<file path="src/rtl/sys_ctrl_pkg.sv">
// Shared definitions for the parametrised system controller: opcodes,
// controller states and the fixed register addresses used for ALU operands.
package sys_ctrl_pkg;

  localparam logic [7:0] OP_REG_WR  = 8'hAA;
  localparam logic [7:0] OP_REG_RD  = 8'hBB;
  localparam logic [7:0] OP_ALU_OPS = 8'hCC;
  localparam logic [7:0] OP_ALU_NOP = 8'hDD;

  localparam int unsigned REG_A_ADDR = 0;
  localparam int unsigned REG_B_ADDR = 1;

  typedef enum logic [3:0] {
    ST_IDLE,
    ST_WR_ADDR,
    ST_WR_DATA,
    ST_RD_ADDR,
    ST_RD_WAIT,
    ST_ALU_A,
    ST_ALU_B,
    ST_ALU_FUN,
    ST_ALU_WAIT,
    ST_TX_SEND
  } state_e;

  // Bits needed to hold the values 0..n inclusive.
  function automatic int unsigned bits_for(input int unsigned n);
    return $clog2(n + 1);
  endfunction

endpackage

</file>
<file path="src/rtl/sys_ctrl_gen_serializer.sv">
// Shifts a multi-byte result out LSB first, one byte per cycle, stalling
// whenever the downstream FIFO reports full.
module result_serializer
  import sys_ctrl_pkg::*;
#(
  parameter int unsigned DATA_WIDTH = 8,
  parameter int unsigned RES_BYTES  = 2,
  parameter int unsigned CNT_W      = bits_for(RES_BYTES)
) (
  input  logic                            clk,
  input  logic                            rst_n,
  input  logic                            load_i,
  input  logic [RES_BYTES*DATA_WIDTH-1:0] word_i,
  input  logic [CNT_W-1:0]                count_i,
  input  logic                            fifo_full_i,
  output logic [DATA_WIDTH-1:0]           tx_data_o,
  output logic                            tx_vld_o,
  output logic                            busy_o,
  output logic                            done_o
);

  localparam int unsigned WORD_W = RES_BYTES * DATA_WIDTH;

  logic [WORD_W-1:0]     word_q, word_d, cur_word;
  logic [CNT_W-1:0]      cnt_q, cnt_d, cur_cnt;
  logic [DATA_WIDTH-1:0] tx_data_q, tx_data_d;
  logic                  tx_vld_q, tx_vld_d;
  logic                  issue;
  wire  [WORD_W-1:0]     shifted;

  // A load is usable in the same cycle, so the first byte leaves one cycle
  // after capture rather than two.
  always_comb begin
    cur_word = load_i ? word_i : word_q;
    cur_cnt  = load_i ? count_i : cnt_q;
  end

  genvar gi;
  generate
    for (gi = 0; gi < RES_BYTES; gi++) begin : g_lane
      if (gi < RES_BYTES - 1) begin : g_mid
        assign shifted[gi*DATA_WIDTH +: DATA_WIDTH] = cur_word[(gi+1)*DATA_WIDTH +: DATA_WIDTH];
      end else begin : g_top
        assign shifted[gi*DATA_WIDTH +: DATA_WIDTH] = '0;
      end
    end
  endgenerate

  always_comb begin
    issue     = (cur_cnt != '0) && !fifo_full_i;
    word_d    = cur_word;
    cnt_d     = cur_cnt;
    tx_data_d = tx_data_q;
    tx_vld_d  = 1'b0;
    if (issue) begin
      tx_data_d = cur_word[DATA_WIDTH-1:0];
      tx_vld_d  = 1'b1;
      word_d    = shifted;
      cnt_d     = cur_cnt - CNT_W'(1);
    end
  end

  always_ff @(posedge clk or negedge rst_n) begin
    if (!rst_n) begin
      word_q    <= '0;
      cnt_q     <= '0;
      tx_data_q <= '0;
      tx_vld_q  <= 1'b0;
    end else begin
      word_q    <= word_d;
      cnt_q     <= cnt_d;
      tx_data_q <= tx_data_d;
      tx_vld_q  <= tx_vld_d;
    end
  end

  assign tx_data_o = tx_data_q;
  assign tx_vld_o  = tx_vld_q;
  assign busy_o    = (cnt_q != '0);
  assign done_o    = issue && (cur_cnt == CNT_W'(1));

endmodule

</file>
<file path="src/rtl/sys_ctrl_gen.sv">
// Command-frame decoder for the REF_CLK domain: turns RX byte frames into
// register-file / ALU accesses and streams results into the TX FIFO.
module sys_ctrl_gen
  import sys_ctrl_pkg::*;
#(
  parameter int unsigned DATA_WIDTH     = 8,
  parameter int unsigned ADDR_WIDTH     = 4,
  parameter int unsigned FUN_WIDTH      = 4,
  parameter int unsigned RES_BYTES      = 2,
  parameter int unsigned TIMEOUT_CYCLES = 4096
) (
  input  logic                            CLK,
  input  logic                            RST,
  input  logic [DATA_WIDTH-1:0]           RX_P_DATA,
  input  logic                            RX_D_VLD,
  input  logic [RES_BYTES*DATA_WIDTH-1:0] ALU_OUT,
  input  logic                            OUT_Valid,
  input  logic [DATA_WIDTH-1:0]           RdData,
  input  logic                            RdData_Valid,
  input  logic                            FIFO_FULL,
  output logic [FUN_WIDTH-1:0]            ALU_FUN,
  output logic                            ALU_EN,
  output logic                            CLK_EN,
  output logic [ADDR_WIDTH-1:0]           Address,
  output logic                            WrEn,
  output logic                            RdEn,
  output logic [DATA_WIDTH-1:0]           WrData,
  output logic [DATA_WIDTH-1:0]           TX_P_DATA,
  output logic                            TX_D_VLD,
  output logic                            clk_div_en,
  output logic                            CMD_ERR,
  output logic                            TIMEOUT
);

  localparam int unsigned RES_W = RES_BYTES * DATA_WIDTH;
  localparam int unsigned CNT_W = bits_for(RES_BYTES);
  localparam int unsigned TMO_W = bits_for(TIMEOUT_CYCLES);
  localparam logic [TMO_W-1:0] TMO_LAST = TMO_W'(TIMEOUT_CYCLES - 1);

  localparam logic [DATA_WIDTH-1:0] OP_WR_W  = DATA_WIDTH'(OP_REG_WR);
  localparam logic [DATA_WIDTH-1:0] OP_RD_W  = DATA_WIDTH'(OP_REG_RD);
  localparam logic [DATA_WIDTH-1:0] OP_OPS_W = DATA_WIDTH'(OP_ALU_OPS);
  localparam logic [DATA_WIDTH-1:0] OP_NOP_W = DATA_WIDTH'(OP_ALU_NOP);

  state_e state_q, state_d, op_state;

  logic [ADDR_WIDTH-1:0] addr_q, addr_d;
  logic [DATA_WIDTH-1:0] wrdata_q, wrdata_d;
  logic [FUN_WIDTH-1:0]  alu_fun_q, alu_fun_d;
  logic                  wren_q, wren_d;
  logic                  rden_q, rden_d;
  logic                  alu_en_q, alu_en_d;
  logic                  alu_en_pend_q, alu_en_pend_d;
  logic                  clk_en_q, clk_en_d;
  logic                  cmd_err_q, cmd_err_d;
  logic                  timeout_q, timeout_d;
  logic                  clk_div_en_q;
  logic [TMO_W-1:0]      tmo_cnt_q, tmo_cnt_d;

  logic                  listening, in_frame, tmo_expire, rx_accept;
  logic                  ser_load, ser_busy, ser_done;
  logic [RES_W-1:0]      ser_word;
  logic [CNT_W-1:0]      ser_count;

  always_comb begin
    op_state = ST_IDLE;
    if (RX_P_DATA == OP_WR_W)       op_state = ST_WR_ADDR;
    else if (RX_P_DATA == OP_RD_W)  op_state = ST_RD_ADDR;
    else if (RX_P_DATA == OP_OPS_W) op_state = ST_ALU_A;
    else if (RX_P_DATA == OP_NOP_W) op_state = ST_ALU_FUN;
  end

  // Bytes are only consumed in states that expect one; elsewhere they vanish.
  always_comb begin
    listening = 1'b0;
    case (state_q)
      ST_IDLE, ST_WR_ADDR, ST_WR_DATA, ST_RD_ADDR,
      ST_ALU_A, ST_ALU_B, ST_ALU_FUN: listening = 1'b1;
      default:                        listening = 1'b0;
    endcase
    in_frame   = (state_q != ST_IDLE) && (state_q != ST_TX_SEND);
    tmo_expire = in_frame && (tmo_cnt_q == TMO_LAST);
    rx_accept  = RX_D_VLD && listening && !tmo_expire;
  end

  always_ff @(posedge CLK or negedge RST) begin
    if (!RST) state_q <= ST_IDLE;
    else      state_q <= state_d;
  end

  always_comb begin
    state_d = state_q;
    if (tmo_expire) begin
      state_d = ST_IDLE;
    end else begin
      case (state_q)
        ST_IDLE:     if (rx_accept) state_d = op_state;
        ST_WR_ADDR:  if (rx_accept) state_d = ST_WR_DATA;
        ST_WR_DATA:  if (rx_accept) state_d = ST_IDLE;
        ST_RD_ADDR:  if (rx_accept) state_d = ST_RD_WAIT;
        ST_RD_WAIT:  if (RdData_Valid) state_d = ST_TX_SEND;
        ST_ALU_A:    if (rx_accept) state_d = ST_ALU_B;
        ST_ALU_B:    if (rx_accept) state_d = ST_ALU_FUN;
        ST_ALU_FUN:  if (rx_accept) state_d = ST_ALU_WAIT;
        ST_ALU_WAIT: if (OUT_Valid) state_d = ST_TX_SEND;
        ST_TX_SEND:  if (ser_done || !ser_busy) state_d = ST_IDLE;
        default:     state_d = ST_IDLE;
      endcase
    end
  end

  always_comb begin
    addr_d        = addr_q;
    wrdata_d      = wrdata_q;
    alu_fun_d     = alu_fun_q;
    clk_en_d      = clk_en_q;
    wren_d        = 1'b0;
    rden_d        = 1'b0;
    cmd_err_d     = 1'b0;
    timeout_d     = 1'b0;
    alu_en_d      = alu_en_pend_q;
    alu_en_pend_d = 1'b0;
    ser_load      = 1'b0;
    ser_word      = '0;
    ser_count     = '0;

    if ((state_d != state_q) || rx_accept) tmo_cnt_d = '0;
    else if (in_frame)                     tmo_cnt_d = tmo_cnt_q + TMO_W'(1);
    else                                   tmo_cnt_d = '0;

    if (tmo_expire) begin
      timeout_d = 1'b1;
      clk_en_d  = 1'b0;
    end else begin
      case (state_q)
        ST_IDLE: if (rx_accept && (op_state == ST_IDLE)) cmd_err_d = 1'b1;
        ST_WR_ADDR: if (rx_accept) addr_d = RX_P_DATA[ADDR_WIDTH-1:0];
        ST_WR_DATA: if (rx_accept) begin
          wrdata_d = RX_P_DATA;
          wren_d   = 1'b1;
        end
        ST_RD_ADDR: if (rx_accept) begin
          addr_d = RX_P_DATA[ADDR_WIDTH-1:0];
          rden_d = 1'b1;
        end
        ST_RD_WAIT: if (RdData_Valid) begin
          ser_load  = 1'b1;
          ser_word  = RES_W'(RdData);
          ser_count = CNT_W'(1);
        end
        ST_ALU_A: if (rx_accept) begin
          addr_d   = ADDR_WIDTH'(REG_A_ADDR);
          wrdata_d = RX_P_DATA;
          wren_d   = 1'b1;
        end
        ST_ALU_B: if (rx_accept) begin
          addr_d   = ADDR_WIDTH'(REG_B_ADDR);
          wrdata_d = RX_P_DATA;
          wren_d   = 1'b1;
        end
        // The clock gate opens first; ALU_EN follows a cycle later so the
        // ALU sees a running clock when it starts.
        ST_ALU_FUN: if (rx_accept) begin
          alu_fun_d     = RX_P_DATA[FUN_WIDTH-1:0];
          clk_en_d      = 1'b1;
          alu_en_pend_d = 1'b1;
        end
        ST_ALU_WAIT: if (OUT_Valid) begin
          ser_load  = 1'b1;
          ser_word  = ALU_OUT;
          ser_count = CNT_W'(RES_BYTES);
          clk_en_d  = 1'b0;
        end
        default: ;
      endcase
    end
  end

  always_ff @(posedge CLK or negedge RST) begin
    if (!RST) begin
      addr_q        <= '0;
      wrdata_q      <= '0;
      alu_fun_q     <= '0;
      wren_q        <= 1'b0;
      rden_q        <= 1'b0;
      alu_en_q      <= 1'b0;
      alu_en_pend_q <= 1'b0;
      clk_en_q      <= 1'b0;
      cmd_err_q     <= 1'b0;
      timeout_q     <= 1'b0;
      clk_div_en_q  <= 1'b0;
      tmo_cnt_q     <= '0;
    end else begin
      addr_q        <= addr_d;
      wrdata_q      <= wrdata_d;
      alu_fun_q     <= alu_fun_d;
      wren_q        <= wren_d;
      rden_q        <= rden_d;
      alu_en_q      <= alu_en_d;
      alu_en_pend_q <= alu_en_pend_d;
      clk_en_q      <= clk_en_d;
      cmd_err_q     <= cmd_err_d;
      timeout_q     <= timeout_d;
      clk_div_en_q  <= 1'b1;
      tmo_cnt_q     <= tmo_cnt_d;
    end
  end

  result_serializer #(
    .DATA_WIDTH (DATA_WIDTH),
    .RES_BYTES  (RES_BYTES),
    .CNT_W      (CNT_W)
  ) u_serializer (
    .clk         (CLK),
    .rst_n       (RST),
    .load_i      (ser_load),
    .word_i      (ser_word),
    .count_i     (ser_count),
    .fifo_full_i (FIFO_FULL),
    .tx_data_o   (TX_P_DATA),
    .tx_vld_o    (TX_D_VLD),
    .busy_o      (ser_busy),
    .done_o      (ser_done)
  );

  assign Address    = addr_q;
  assign WrData     = wrdata_q;
  assign WrEn       = wren_q;
  assign RdEn       = rden_q;
  assign ALU_FUN    = alu_fun_q;
  assign ALU_EN     = alu_en_q;
  assign CLK_EN     = clk_en_q;
  assign CMD_ERR    = cmd_err_q;
  assign TIMEOUT    = timeout_q;
  assign clk_div_en = clk_div_en_q;

endmodule

</file>
<file path="config.mk">
export PLATFORM = sky130hd
export DESIGN_NAME = sys_ctrl_gen
export DESIGN_NICKNAME = d
export VERILOG_FILES = /design/src/rtl/sys_ctrl_pkg.sv /design/src/rtl/sys_ctrl_gen_serializer.sv /design/src/rtl/sys_ctrl_gen.sv
export SDC_FILE = /design/constraint.sdc
export NUM_CORES = 1
export LEC_CHECK = 0
export BUFFER_PORTS_ARGS = -buffer_cell sky130_fd_sc_hd__buf_2
export CAP_MARGIN = 20
export CORE_AREA = 10 10 88 110
export DETAILED_ROUTE_END_ITERATION = 10
export DIE_AREA = 0 0 98 120
export GPL_TIMING_DRIVEN = 1
export HOLD_SLACK_MARGIN = 0.03
export PLACE_DENSITY = 0.72
export RECOVER_POWER = 100
export SYNTH_ARGS = -nofsm -noshare
export SYNTH_HDL_FRONTEND = slang
export SYNTH_HIERARCHICAL = 1
export SYNTH_SLANG_ARGS = --single-unit
</file>
<file path="constraint.sdc">
create_clock -name CLK -period 4.65 [get_ports CLK]
set_clock_uncertainty 0.1 [all_clocks]
set_input_delay 0.2325 -clock CLK [delete_from_list [all_inputs] [get_ports CLK]]
set_output_delay 0.2325 -clock CLK [all_outputs]
set_load 0.005 [all_outputs]
</file>
==> impl_metrics.py, run 1 <==
metrics = {
    "placement": {
        "dp_hpwl_mm": 6.361,
        "gp_routability_congestion": 0.8820,
        "port_buffers": 69,
        "placedInstanceArea_um2": 4053,
    },
    "drt": {
        "drt.antenna.violating_nets": 0,
        "routed-via-count": 2788,
        "first_pass_iters": 4,
        "post_detailed_routing_wire_length_mm": 8.809,
        "number_of_drc_violations_after_detailed_routing_iteration_0": 236,
        "routed_wire_length_per_instance_um": 17.37,
        "avgViaCountPerCell": 5.499,
        "drc": 0,
    },
    "power": {
        "irDropWorstVdd_mv": 0.2233,
        "leakagePower_nw": 1.818,
        "power_per_cell_area_nw_per_um2": 479.9,
    },
    "synthesis": {
        "synthesis.instances": 340,
        "synthDistinctLibCells": 60,
        "synth-seq-cells": 68,
        "synth_compound_area_frac": 0.1036,
        "synth_area_leader_cell": "sky130_fd_sc_hd__dfrtp_1",
        "synth_seq_area_share": 0.4602,
        "synth_edf_count": 0,
        "synth-async-reset-ratio": 1.000,
        "synthXorXnorAreaFrac": 0.03553,
        "synthSimpleGateAreaFrac": 0.1871,
        "synth-main-ff-cell": "sky130_fd_sc_hd__dfrtp_1",
        "synth_top_family_by_area": "simple AND/OR/NAND/NOR gates",
        "mappedNetlistArea_um2": 3697,
        "mappedNetlistNets": 381,
        "synth_top_cell_area_share": 0.4602,
        "synth_fa_ha_area_frac": 0.01015,
        "synth_area_per_cell_um2": 10.87,
        "synth_top_cells_by_area": "sky130_fd_sc_hd__dfrtp_1, sky130_fd_sc_hd__mux2i_1, sky130_fd_sc_hd__mux4_1",
        "synth_mux_area_frac": 0.1587,
        "synthesis.yosys.warnings": 6,
    },
    "timing": {
        "timing.final.setup_violations": 0,
        "max-slew-margin-rel": -0.5726,
        "unrepaired_setup_endpoints_after_global_routing": "no",
        "timing.hold.ws_ps": 45.74,
        "max_clock_freq_mhz": 231.6,
        "timing_hold_violations_final": 0,
        "post-route-period-util": 0.9284,
        "finalWorstPathRequiredPeriod_ps": 4317,
        "final_max_slew_viol_count": 45,
        "setup_tns_ps": 0,
        "worst_pin_slew_ps": 2359,
    },
    "flow_run": {
        "maxCapViolCount": 1,
    },
    "global_routing": {
        "grt_use_total": 0.1448,
        "initial_antenna_violation_count": 0,
        "grt_max_degree": 45,
        "number_of_global_route_vias_before_repair": 2792,
        "grt_pass1_wl_mm": 14.15,
        "grt_overflow_total": 0,
    },
    "clock_network": {
        "clock_insertion_delay_worst_skew_ps": 350,
        "clock_tree.buffer_depth": 2,
        "cts_resized": 0,
        "cts_tree": "built",
        "clockRootBuffer": "sky130_fd_sc_hd__clkbuf_8",
        "clk_pin_slew_worst_paths_ps": 80,
        "clock_sinks": 68,
        "cts_buffers": 9,
        "htree_num_levels": 3,
    },
    "floorplan": {
        "die_w_um": 98,
        "num_io_pins": 70,
        "die_area_um2": 11760,
        "starting_density_of_the_core": 0.4857,
        "core_area_um2": 7612,
        "core.rowCount": 36,
        "die_y_um": 120,
    },
    "outcome": {
        "run_status": "complete, but fails checks",
        "failed_checks": "capacitance limit, slew limit",
    },
    "setup_path": {
        "cp_max_fo": 13,
        "worstSetupStartpointType": "flop",
        "cp-end-kind": "flop",
        "critical_path_required_ps": 4770,
        "critical_path_class": "reg2reg",
        "timing.critical_path.arrival_ps": 4440,
        "worstRegToRegCells": 15,
    },
    "worst_hold_path": {
        "hold_class": "in2reg",
        "worst_hold_path_cell_count": 2,
    },
    "layout": {
        "finish.instance_area_um2": 4172,
        "finalCoreUtilization": 0.5480,
        "layout_common_cells": "sky130_fd_sc_hd__dfrtp_1, sky130_fd_sc_hd__nor2_1, sky130_fd_sc_hd__buf_2",
        "nNetsFinal": 448,
        "n_antenna_cell": 0,
        "share_of_final_layout_standard_cells_stronger_than_drive_strength_1": 0.1917,
        "final_common_cell": "sky130_fd_sc_hd__dfrtp_1",
        "area_growth_pct": 12.83,
    },
}
-- power breakdown --
part	switching (mW)	internal [mW]	leakage, nW	total [mW]
Clock	0.231	0.248	0.0962	0.479
Sequential	0.0916	0.694	0.913	0.785
Combinational	0.447	0.291	0.809	0.738
-- per-layer routing --
| layer | part of all wire | global-route usage |
|---|---|---|
| met1 | 0.43 | 0.1766 |
| met3 | 0.058 | 0.04076 |
| met4 | 0.015 | 0.05829 |
| met5 | 0 | 0 |
| met2 | 0.50 | 0.2355 |
-- what timing repair did --
action,in CTS,in global routing
hold buffers,2,0
hold endpoints to repair,25,0
buffers inserted,0,0
endpoints found under the setup margin,0,2
-- state kept, by name (all words and copies together) (netlist names) --
name and count:
u_serializer/cnt_q 2, TIMEOUT 1, u_serializer/tx_vld_o 1, clk_div_en 1
CLK_EN 1, ALU_EN 1, tmo_cnt_q 13, Address 4
alu_en_d 1, state_q 4, RdEn 1, u_serializer/word_q 16
CMD_ERR 1, ALU_FUN 4, WrEn 1, u_serializer/tx_data_o 8
WrData 8
-- worst max-delay path, stage by stage (launching register included) --
cell and delay, ps:
sky130_fd_sc_hd__dfrtp_1 390, sky130_fd_sc_hd__ha_1 240, sky130_fd_sc_hd__nand4_1 150, sky130_fd_sc_hd__or4_4 580, sky130_fd_sc_hd__nor2_1 530, sky130_fd_sc_hd__a21oi_4 230, sky130_fd_sc_hd__mux2i_2 240, sky130_fd_sc_hd__ha_1 320
sky130_fd_sc_hd__or2_0 260, sky130_fd_sc_hd__inv_1 320, sky130_fd_sc_hd__and2_1 190, sky130_fd_sc_hd__and3b_1 190, sky130_fd_sc_hd__a21oi_1 140, sky130_fd_sc_hd__nand2_1 70, sky130_fd_sc_hd__a31oi_1 150, sky130_fd_sc_hd__a31oi_1 90
-- kinds of logic after synthesis --
| group | Yosys count |
|---|---|
| muxes | 41 |
| buffers and inverters | 24 |
| xor gates and xnor gates | 15 |
| DFF | 68 |
| adders and majority gates | 3 |
| AOI/OAI and AO/OA | 59 |
| and+or+nand+nor | 129 |
| other | 1 |
-- layout make-up --
cell class | count | area (um2)
Timing Repair Buffer | 74 | 340.3
Inverter | 5 | 18.77
Clock inverter | 6 | 65.06
Sequential cell | 68 | 1702
Fill cell | 688 | 3441
Clock buffer | 10 | 127.6
Multi-Input combinational cell | 249 | 1799
Tap cell | 95 | 118.9
-- metrics by stage --
step	std cells	setup slack [ps]	power, mW
4_1_cts	506	264.1	2.090
6_report	507	332.8	2.002
5_1_grt	507	6.331	2.134
2_1_floorplan	340	879.8	1.421
3_5_place_dp	488	327.0	1.606
3_3_place_gp	488	451.7	1.588
-- cell usage after synthesis (4+ instances only) --
| master | number |
|---|---|
| sky130_fd_sc_hd__and2_1 | 10 |
| sky130_fd_sc_hd__a21oi_1 | 10 |
| sky130_fd_sc_hd__nor2b_1 | 4 |
| sky130_fd_sc_hd__a22oi_1 | 8 |
| sky130_fd_sc_hd__nand3_1 | 12 |
| sky130_fd_sc_hd__inv_1 | 5 |
| sky130_fd_sc_hd__nor3_1 | 9 |
| sky130_fd_sc_hd__nor2_1 | 43 |
| sky130_fd_sc_hd__nor3_2 | 4 |
| sky130_fd_sc_hd__mux2_2 | 5 |
| sky130_fd_sc_hd__nand2b_1 | 6 |
| sky130_fd_sc_hd__or2_2 | 4 |
| sky130_fd_sc_hd__mux2_4 | 8 |
| sky130_fd_sc_hd__dfrtp_1 | 68 |
| sky130_fd_sc_hd__mux4_1 | 7 |
| sky130_fd_sc_hd__mux2i_1 | 19 |
| sky130_fd_sc_hd__o21ai_0 | 23 |
| sky130_fd_sc_hd__and3_1 | 4 |
| sky130_fd_sc_hd__xor2_1 | 7 |
| sky130_fd_sc_hd__clkbuf_1 | 5 |
| sky130_fd_sc_hd__nand2_1 | 14 |
| sky130_fd_sc_hd__a31oi_1 | 5 |
| sky130_fd_sc_hd__xnor2_1 | 8 |
| sky130_fd_sc_hd__buf_6 | 7 |
-- path summary, 6_finish.rpt --
| kind | from | end | slack [ps] |
|---|---|---|---|
| max | tmo_cnt_q[0]$_DFF_PN0_ | state_q[0]$_DFF_PN0_ | 330 |
| min | RX_P_DATA[3] | WrData[3]$_DFFE_PN0P_ | 50 |
| max reg2reg | tmo_cnt_q[0]$_DFF_PN0_ | state_q[0]$_DFF_PN0_ | 330 |
| min reg2reg | alu_en_d$_DFF_PN0_ | ALU_EN$_DFF_PN0_ | 260 |
| max in group asynchronous | RST | CLK_EN$_DFFE_PN0P_ | 1010 |
| min in group asynchronous | RST | WrData[3]$_DFFE_PN0P_ | 600 |
(Power assumes the default switching activity.)
==> run 2: changes to the inputs <==
--- a/config.mk
+++ b/config.mk
@@ -5,11 +5,12 @@
 export SDC_FILE = /design/constraint.sdc
 export NUM_CORES = 1
 export LEC_CHECK = 0
+export ABC_AREA = 1
 export BUFFER_PORTS_ARGS = -buffer_cell sky130_fd_sc_hd__buf_2
 export CAP_MARGIN = 20
-export CORE_AREA = 10 10 88 110
+export CORE_AREA = 10 10 90 112
 export DETAILED_ROUTE_END_ITERATION = 10
-export DIE_AREA = 0 0 98 120
+export DIE_AREA = 0 0 100 122
 export GPL_TIMING_DRIVEN = 1
 export HOLD_SLACK_MARGIN = 0.03
 export PLACE_DENSITY = 0.72
==> run 2 against run 1 <==
Against the previous run:
- the run still ends with capacitance limit, slew limit left
- die area up 3.7%
- non-clock buffer count fell by 2
- sequential share of layout area shrank 2.4 points
- critical path depth grew 8
- sequential power rose by 14%
- synthesized cell count grew 54%
- setup slack better by 110 ps
- routed wire length grew 2.4%
- cell count grew 37%
- utilization increased by 0.60 points
==> impl_metrics.py, run 2 <==
metrics = {
    "floorplan": {
        "die_w_um": 100,
        "num_io_pins": 70,
        "starting_density_of_the_core": 0.4862,
        "core.rowCount": 37,
        "die_y_um": 122,
        "die_area_um2": 12200,
        "core_area_um2": 8009,
    },
    "drt": {
        "routed-via-count": 3402,
        "routed_wire_length_per_instance_um": 13.00,
        "avgViaCountPerCell": 4.902,
        "drt.antenna.violating_nets": 0,
        "post_detailed_routing_wire_length_mm": 9.023,
        "drc": 0,
        "number_of_drc_violations_after_detailed_routing_iteration_0": 113,
        "first_pass_iters": 4,
    },
    "setup_path": {
        "rr_endpoint": "tmo_cnt_q[1]$_DFF_PN0_",
        "reg2reg_from": "state_q[2]$_DFF_PN0_",
        "cp_max_fo": 28,
        "worst_path_most_repeated_cell": "sky130_fd_sc_hd__nand2_1",
        "worstSetupStartpointType": "flop",
        "crit_chain": "inv_2 > nand2_2 > nor3_4 > nand2_1 > a21oi_1 > buf_4 > nand2_1 > nand2_1 > inv_1 > ha_1 > nor2_8 > inv_4 > nor2_1 > nor2_1 > nand2_1 > nand2_1 > nor2_1 > nand2_2 > nand3_1 > nand3_1 > nor2_2 > nand3_2 > nor2_1",
        "cp-end-kind": "flop",
        "r2r_slack_ps": 440,
        "critPathMaxStageDelay_ps": 510,
        "worstRegToRegCells": 23,
        "critical_path_required_ps": 4830,
        "worstSetupStartpoint": "state_q[2]$_DFF_PN0_",
        "critical_path_class": "reg2reg",
        "worst_path_max_delay_cell": "sky130_fd_sc_hd__dfrtp_1",
        "timing.critical_path.arrival_ps": 4390,
    },
    "timing": {
        "setup_slack_ps": 442.8,
        "timing_hold_violations_final": 0,
        "final_max_slew_viol_count": 69,
        "timing.hold.ws_ps": 36.25,
        "post-route-period-util": 0.9048,
        "setup_tns_ps": 0,
        "worst_pin_slew_ps": 1670,
        "max_clock_freq_mhz": 237.7,
        "unrepaired_setup_endpoints_after_global_routing": "no",
        "timing.final.setup_violations": 0,
        "finalWorstPathRequiredPeriod_ps": 4207,
        "max-slew-margin-rel": -0.1132,
    },
    "clock_network": {
        "clk_pin_slew_worst_paths_ps": 70,
        "htree_num_levels": 3,
        "cts_buffers": 9,
        "clock_sinks": 68,
        "clock_insertion_delay_worst_skew_ps": 360,
        "cts_resized": 0,
        "cts_tree": "built",
        "clockRootBuffer": "sky130_fd_sc_hd__clkbuf_8",
        "clock_tree.buffer_depth": 2,
    },
    "layout": {
        "finish.instance_area_um2": 4437,
        "share_of_final_layout_standard_cells_stronger_than_drive_strength_1": 0.1675,
        "area_growth_pct": 13.95,
        "num-fill-cells": 790,
        "n_antenna_cell": 0,
        "nNetsFinal": 633,
        "largestRegisters": "u_serializer/word_q x16, tmo_cnt_q x13",
        "layout_common_cells": "sky130_fd_sc_hd__nand2_1, sky130_fd_sc_hd__inv_1, sky130_fd_sc_hd__dfrtp_1",
        "largest_register": "u_serializer/word_q",
        "final_common_cell": "sky130_fd_sc_hd__nand2_1",
        "largest_register_ffs": 16,
    },
    "placement": {
        "placedInstanceArea_um2": 4248,
        "gp_routability_congestion": 0.8775,
        "dpl_ws_ps": 467.5,
        "port_buffers": 69,
        "dp_hpwl_mm": 6.789,
    },
    "synthesis": {
        "synth_seq_area_share": 0.4370,
        "synth-main-ff-cell": "sky130_fd_sc_hd__dfrtp_1",
        "mappedNetlistNets": 564,
        "yosys-top-cells-count": "sky130_fd_sc_hd__nand2_1, sky130_fd_sc_hd__dfrtp_1, sky130_fd_sc_hd__inv_1",
        "synthesis.yosys.warnings": 6,
        "synth_top_cells_by_area": "sky130_fd_sc_hd__dfrtp_1, sky130_fd_sc_hd__nand2_1, sky130_fd_sc_hd__inv_1",
        "mappedNetlistArea_um2": 3894,
        "synth_area_per_cell_um2": 7.445,
        "synthesis.instances": 523,
        "synth-async-reset-ratio": 1.000,
        "synth_area_leader_cell": "sky130_fd_sc_hd__dfrtp_1",
        "synth_top_cell_area_share": 0.4370,
        "post-synth-top-count-cell": "sky130_fd_sc_hd__nand2_1",
        "synth-seq-cells": 68,
        "synthDistinctLibCells": 33,
        "synth_edf_count": 0,
    },
    "power": {
        "power.share.combinational": 0.395,
        "leakagePower_nw": 2.324,
        "irDropWorstVdd_mv": 0.3093,
        "power.switching_fraction": 0.4020,
        "power.internal_mw": 1.475,
        "clock_power_share": 0.244,
        "pwr-share-seq": 0.361,
        "power_per_cell_area_nw_per_um2": 555.9,
        "power_switching_mw": 0.9915,
    },
    "flow_run": {
        "maxCapViolCount": 1,
    },
    "worst_hold_path": {
        "worst_hold_path_cell_count": 3,
        "hold_critical_path_endpoint": "WrData[7]$_DFFE_PN0P_",
        "hold_start": "RX_P_DATA[7]",
        "hold_class": "in2reg",
    },
    "global_routing": {
        "number_of_global_route_vias_before_repair": 3472,
        "grt_overflow_total": 0,
        "grt_use_total": 0.1555,
        "grt_pass1_wl_mm": 15.55,
        "initial_antenna_violation_count": 0,
        "grt_max_degree": 69,
    },
    "outcome": {
        "run_status": "complete, but fails checks",
        "failed_checks": "capacitance limit, slew limit",
    },
}
-- run 2: layer usage --
| layer | share of wire | vias up | global-route usage | routed length (um) |
|---|---|---|---|---|
| li1 | - | 1747 | - | - |
| met1 | 0.40 | 1561 | 0.1641 | 3588 |
| met2 | 0.52 | 73 | 0.2788 | 4736 |
| met3 | 0.054 | 21 | 0.03964 | 484 |
| met4 | 0.024 | 0 | 0.07965 | 214 |
| met5 | 0 | - | 0 | 0 |
-- run 2: kinds of logic (layout without fill, tap and decap cells) --
family,Yosys count,count (layout),share of synthesized area
fa+ha+maj,3,3,0.009641
compound gates,44,44,0.06234
other cells,1,1,0.0009631
buf+inv,89,163,0.1076
simple gates,318,318,0.3824
flops,68,68,0.4370
-- run 2: critical path, delay by kind of cell (launching register included) --
family	cells	cell delay, ps
compound gates	1	170
simple gates	17	2500
fa+ha+maj	1	250
flops	1	510
buf+inv	4	580
-- run 2: area by class of cell --
class / count / area [um2] / share of cell area
Timing Repair Buffer: 72 / 331.6 / 0.07473
Inverter: 75 / 290.3 / 0.06543
Clock buffer: 10 / 137.6 / 0.03102
Multi-Input combinational cell: 366 / 1743 / 0.3928
Tap cell: 97 / 121.4 / 0.02735
Clock inverter: 6 / 111.4 / 0.02510
Sequential cell: 68 / 1702 / 0.3835
-- run 2: what timing repair did --
action / in CTS / in global routing
endpoints found under the hold margin: 68 / 0
hold buffers: 1 / 0
buffers inserted: 0 / 0
-- run 2: metrics by stage --
| step | std cells | power (mW) | util |
|---|---|---|---|
| 2_1_floorplan | 523 | 1.684 | - |
| 3_3_place_gp | 677 | 1.899 | 0.5304 |
| 3_5_place_dp | 677 | 1.930 | 0.5304 |
| 4_1_cts | 694 | 2.543 | 0.5627 |
| 5_1_grt | 694 | 2.690 | 0.5540 |
| 6_report | 694 | 2.466 | 0.5540 |
-- run 2: worst max path at each step --
| stage | endpoint | slack (ps) | cells after the start |
|---|---|---|---|
| floorplan | tmo_cnt_q[10]$_DFF_PN0_ | 1240 | 27 |
| global placement | tmo_cnt_q[12]$_DFF_PN0_ | 580 | 23 |
| detailed placement | tmo_cnt_q[1]$_DFF_PN0_ | 470 | 23 |
| CTS | tmo_cnt_q[1]$_DFF_PN0_ | 430 | 23 |
| global route | tmo_cnt_q[4]$_DFF_PN0_ | 20 | 23 |
| finish | tmo_cnt_q[1]$_DFF_PN0_ | 440 | 23 |
-- run 2: power groups by stage --
stage	combinational (mW)	sequential, mW	clock [mW]
after floorplan	0.821	0.862	0
after global placement	1.01	0.894	0
after detailed placement	1.03	0.901	0
after CTS	1.04	0.890	0.617
after global routing	1.13	0.914	0.643
final	0.974	0.891	0.601
==> run 3: changes to the inputs <==
--- a/config.mk
+++ b/config.mk
@@ -14,7 +14,6 @@
 export GPL_TIMING_DRIVEN = 1
 export HOLD_SLACK_MARGIN = 0.03
 export PLACE_DENSITY = 0.72
-export RECOVER_POWER = 100
 export SYNTH_ARGS = -nofsm -noshare
 export SYNTH_HDL_FRONTEND = slang
 export SYNTH_HIERARCHICAL = 1
==> run 3 against run 2 <==
Against the previous run:
- sequential power is essentially flat
- utilization grew 0.87 points
- critical path depth is the same
- maximum frequency grew 0.16%
- the run now ends clean
- non-clock buffer count is the same
- critical path type unchanged
- register-to-register slack is essentially flat
- critical endpoint unchanged
- setup slack gained 6.8 ps
- die area is the same
- clock power is essentially flat
- power grew 1.8%
- flip-flop and latch count is the same
==> impl_metrics.py, run 3 (synthesized netlist as in run 2, its figures left out) <==
metrics = {
    "drt": {
        "routed-via-count": 3416,
        "routed_wire_length_per_instance_um": 12.96,
        "drt.antenna.violating_nets": 0,
        "post_detailed_routing_wire_length_mm": 8.995,
        "first_pass_iters": 4,
        "number_of_drc_violations_after_detailed_routing_iteration_0": 114,
        "avgViaCountPerCell": 4.922,
        "drc": 0,
    },
    "timing": {
        "max_clock_freq_mhz": 238.1,
        "final_max_slew_viol_count": 0,
        "post-route-period-util": 0.9033,
        "finalWorstPathRequiredPeriod_ps": 4200,
        "setup_tns_ps": 0,
        "unrepaired_setup_endpoints_after_global_routing": "no",
        "timing_hold_violations_final": 0,
        "timing.final.setup_violations": 0,
        "worst_pin_slew_ps": 871.1,
        "max-slew-margin-rel": 0.4193,
    },
    "placement": {
        "placed_cell_count": 677,
        "port_buffers": 69,
        "dp_hpwl_mm": 6.789,
        "placedInstanceArea_um2": 4248,
        "gp_routability_congestion": 0.8775,
    },
    "power": {
        "irDropWorstVdd_mv": 0.3090,
        "leakagePower_nw": 2.452,
        "total_power_mw": 2.511,
        "power_per_cell_area_nw_per_um2": 557.1,
    },
    "clock_network": {
        "clock_tree.buffer_depth": 2,
        "clock_insertion_delay_worst_skew_ps": 360,
        "clock_sinks": 68,
        "cts_buffers": 9,
        "cts_tree": "built",
        "post_cts.repair.setup_buffers": 0,
        "clk_pin_slew_worst_paths_ps": 70,
        "cts_resized": 0,
        "clockRootBuffer": "sky130_fd_sc_hd__clkbuf_8",
        "cts_hold_buffers": 1,
        "htree_num_levels": 3,
    },
    "floorplan": {
        "die_w_um": 100,
        "num_io_pins": 70,
        "die_y_um": 122,
        "starting_density_of_the_core": 0.4862,
        "core.rowCount": 37,
        "die_area_um2": 12200,
        "core_area_um2": 8009,
    },
    "flow_run": {
        "maxCapViolCount": 0,
    },
    "layout": {
        "layoutNonFillerInstCount": 694,
        "layout_common_cells": "sky130_fd_sc_hd__nand2_1, sky130_fd_sc_hd__buf_2, sky130_fd_sc_hd__dfrtp_1, sky130_fd_sc_hd__inv_1, sky130_fd_sc_hd__nor2_1",
        "nNetsFinal": 633,
        "share_of_final_layout_standard_cells_stronger_than_drive_strength_1": 0.2261,
        "largest_register_ffs": 16,
        "final_common_cell": "sky130_fd_sc_hd__nand2_1",
        "n_antenna_cell": 0,
        "area_growth_pct": 15.75,
        "finish.instance_area_um2": 4507,
        "largestRegisters": "u_serializer/word_q x16, tmo_cnt_q x13",
        "largest_register": "u_serializer/word_q",
    },
    "global_routing": {
        "grt_use_total": 0.1555,
        "grt_pass1_wl_mm": 15.55,
        "grt_max_degree": 69,
        "number_of_global_route_vias_before_repair": 3472,
        "initial_antenna_violation_count": 0,
        "grt_overflow_total": 0,
    },
    "worst_hold_path": {
        "worst_hold_path_cell_count": 3,
        "hold_critical_path_endpoint": "WrData[7]$_DFFE_PN0P_",
        "hold_class": "in2reg",
        "hold_start": "RX_P_DATA[7]",
    },
    "setup_path": {
        "r2r_slack_ps": 450,
        "cp_max_fo": 28,
        "worstSetupStartpointType": "flop",
        "timing.critical_path.arrival_ps": 4380,
        "critical_path_class": "reg2reg",
        "reg2reg_from": "state_q[2]$_DFF_PN0_",
        "rr_endpoint": "tmo_cnt_q[1]$_DFF_PN0_",
        "critical_path_required_ps": 4830,
        "cp-end-kind": "flop",
        "worstRegToRegCells": 23,
    },
    "outcome": {
        "run_status": "finished, final reports clean",
    },
}
==> run 3: report_power, final <==
group | leakage, nW | internal, mW | switching, mW
Clock | 0.122 | 0.370 | 0.230
Sequential | 0.899 | 0.769 | 0.120
Combinational | 1.43 | 0.371 | 0.651
Total | 2.45 | 1.51 | 1.00
==> run 3: routing by layer <==
layer	GRT usage	vias to the layer above	routed length (um)
li1	-	1747	-
met1	0.1641	1577	3560
met2	0.2788	74	4737
met3	0.03964	18	497
met4	0.07965	0	199
met5	0	-	0
==> run 3: worst max-delay path by stage <==
stage / startpoint / end / slack (ps) / depth (start not counted)
detailed placement: state_q[2]$_DFF_PN0_ / tmo_cnt_q[1]$_DFF_PN0_ / 470 / 23
global placement: state_q[2]$_DFF_PN0_ / tmo_cnt_q[12]$_DFF_PN0_ / 580 / 23
finish: state_q[2]$_DFF_PN0_ / tmo_cnt_q[1]$_DFF_PN0_ / 450 / 23
CTS: state_q[2]$_DFF_PN0_ / tmo_cnt_q[1]$_DFF_PN0_ / 430 / 23
floorplan: state_q[2]$_DFF_PN0_ / tmo_cnt_q[10]$_DFF_PN0_ / 1240 / 27
global route: tmo_cnt_q[0]$_DFF_PN0_ / tmo_cnt_q[4]$_DFF_PN0_ / 20 / 25
==> run 3: through the flow <==
step                utilization  setup WS, ps  hold slack (ps)
floorplan                     -          1240           -163.1
global placement         0.5304         584.6            233.8
detailed placement       0.5304         467.5            237.2
CTS                      0.5627         433.3            31.31
global route             0.5627         22.07            46.12
finish                   0.5627         449.6            37.75
==> run 3: layout make-up <==
cell class | count | area (um2)
clock inverter | 6 | 111.4
sequential | 68 | 1702
tap | 97 | 121.4
clock buffer | 10 | 137.6
inverter | 75 | 291.5
multi-input combinational | 366 | 1773
timing repair buffer | 72 | 370.4
fill | 759 | 3502
==> run 3: worst max-delay path: stages, from the launching register on <==
cell,delay (ps)
sky130_fd_sc_hd__dfrtp_1,510
sky130_fd_sc_hd__inv_2,110
sky130_fd_sc_hd__nand2_2,80
sky130_fd_sc_hd__nor3_4,340
sky130_fd_sc_hd__nand2_1,200
sky130_fd_sc_hd__a21oi_1,170
sky130_fd_sc_hd__buf_4,260
sky130_fd_sc_hd__nand2_1,110
sky130_fd_sc_hd__nand2_1,120
sky130_fd_sc_hd__inv_1,50
sky130_fd_sc_hd__ha_1,250
sky130_fd_sc_hd__nor2_8,340
sky130_fd_sc_hd__inv_4,160
sky130_fd_sc_hd__nor2_1,140
sky130_fd_sc_hd__nor2_1,60
sky130_fd_sc_hd__nand2_1,70
sky130_fd_sc_hd__nand3_1,70
sky130_fd_sc_hd__a31oi_1,140
sky130_fd_sc_hd__nand2_1,90
sky130_fd_sc_hd__nand2_1,100
sky130_fd_sc_hd__nand2_1,60
sky130_fd_sc_hd__nand2_1,70
sky130_fd_sc_hd__nand3_2,320
sky130_fd_sc_hd__nor2_1,200
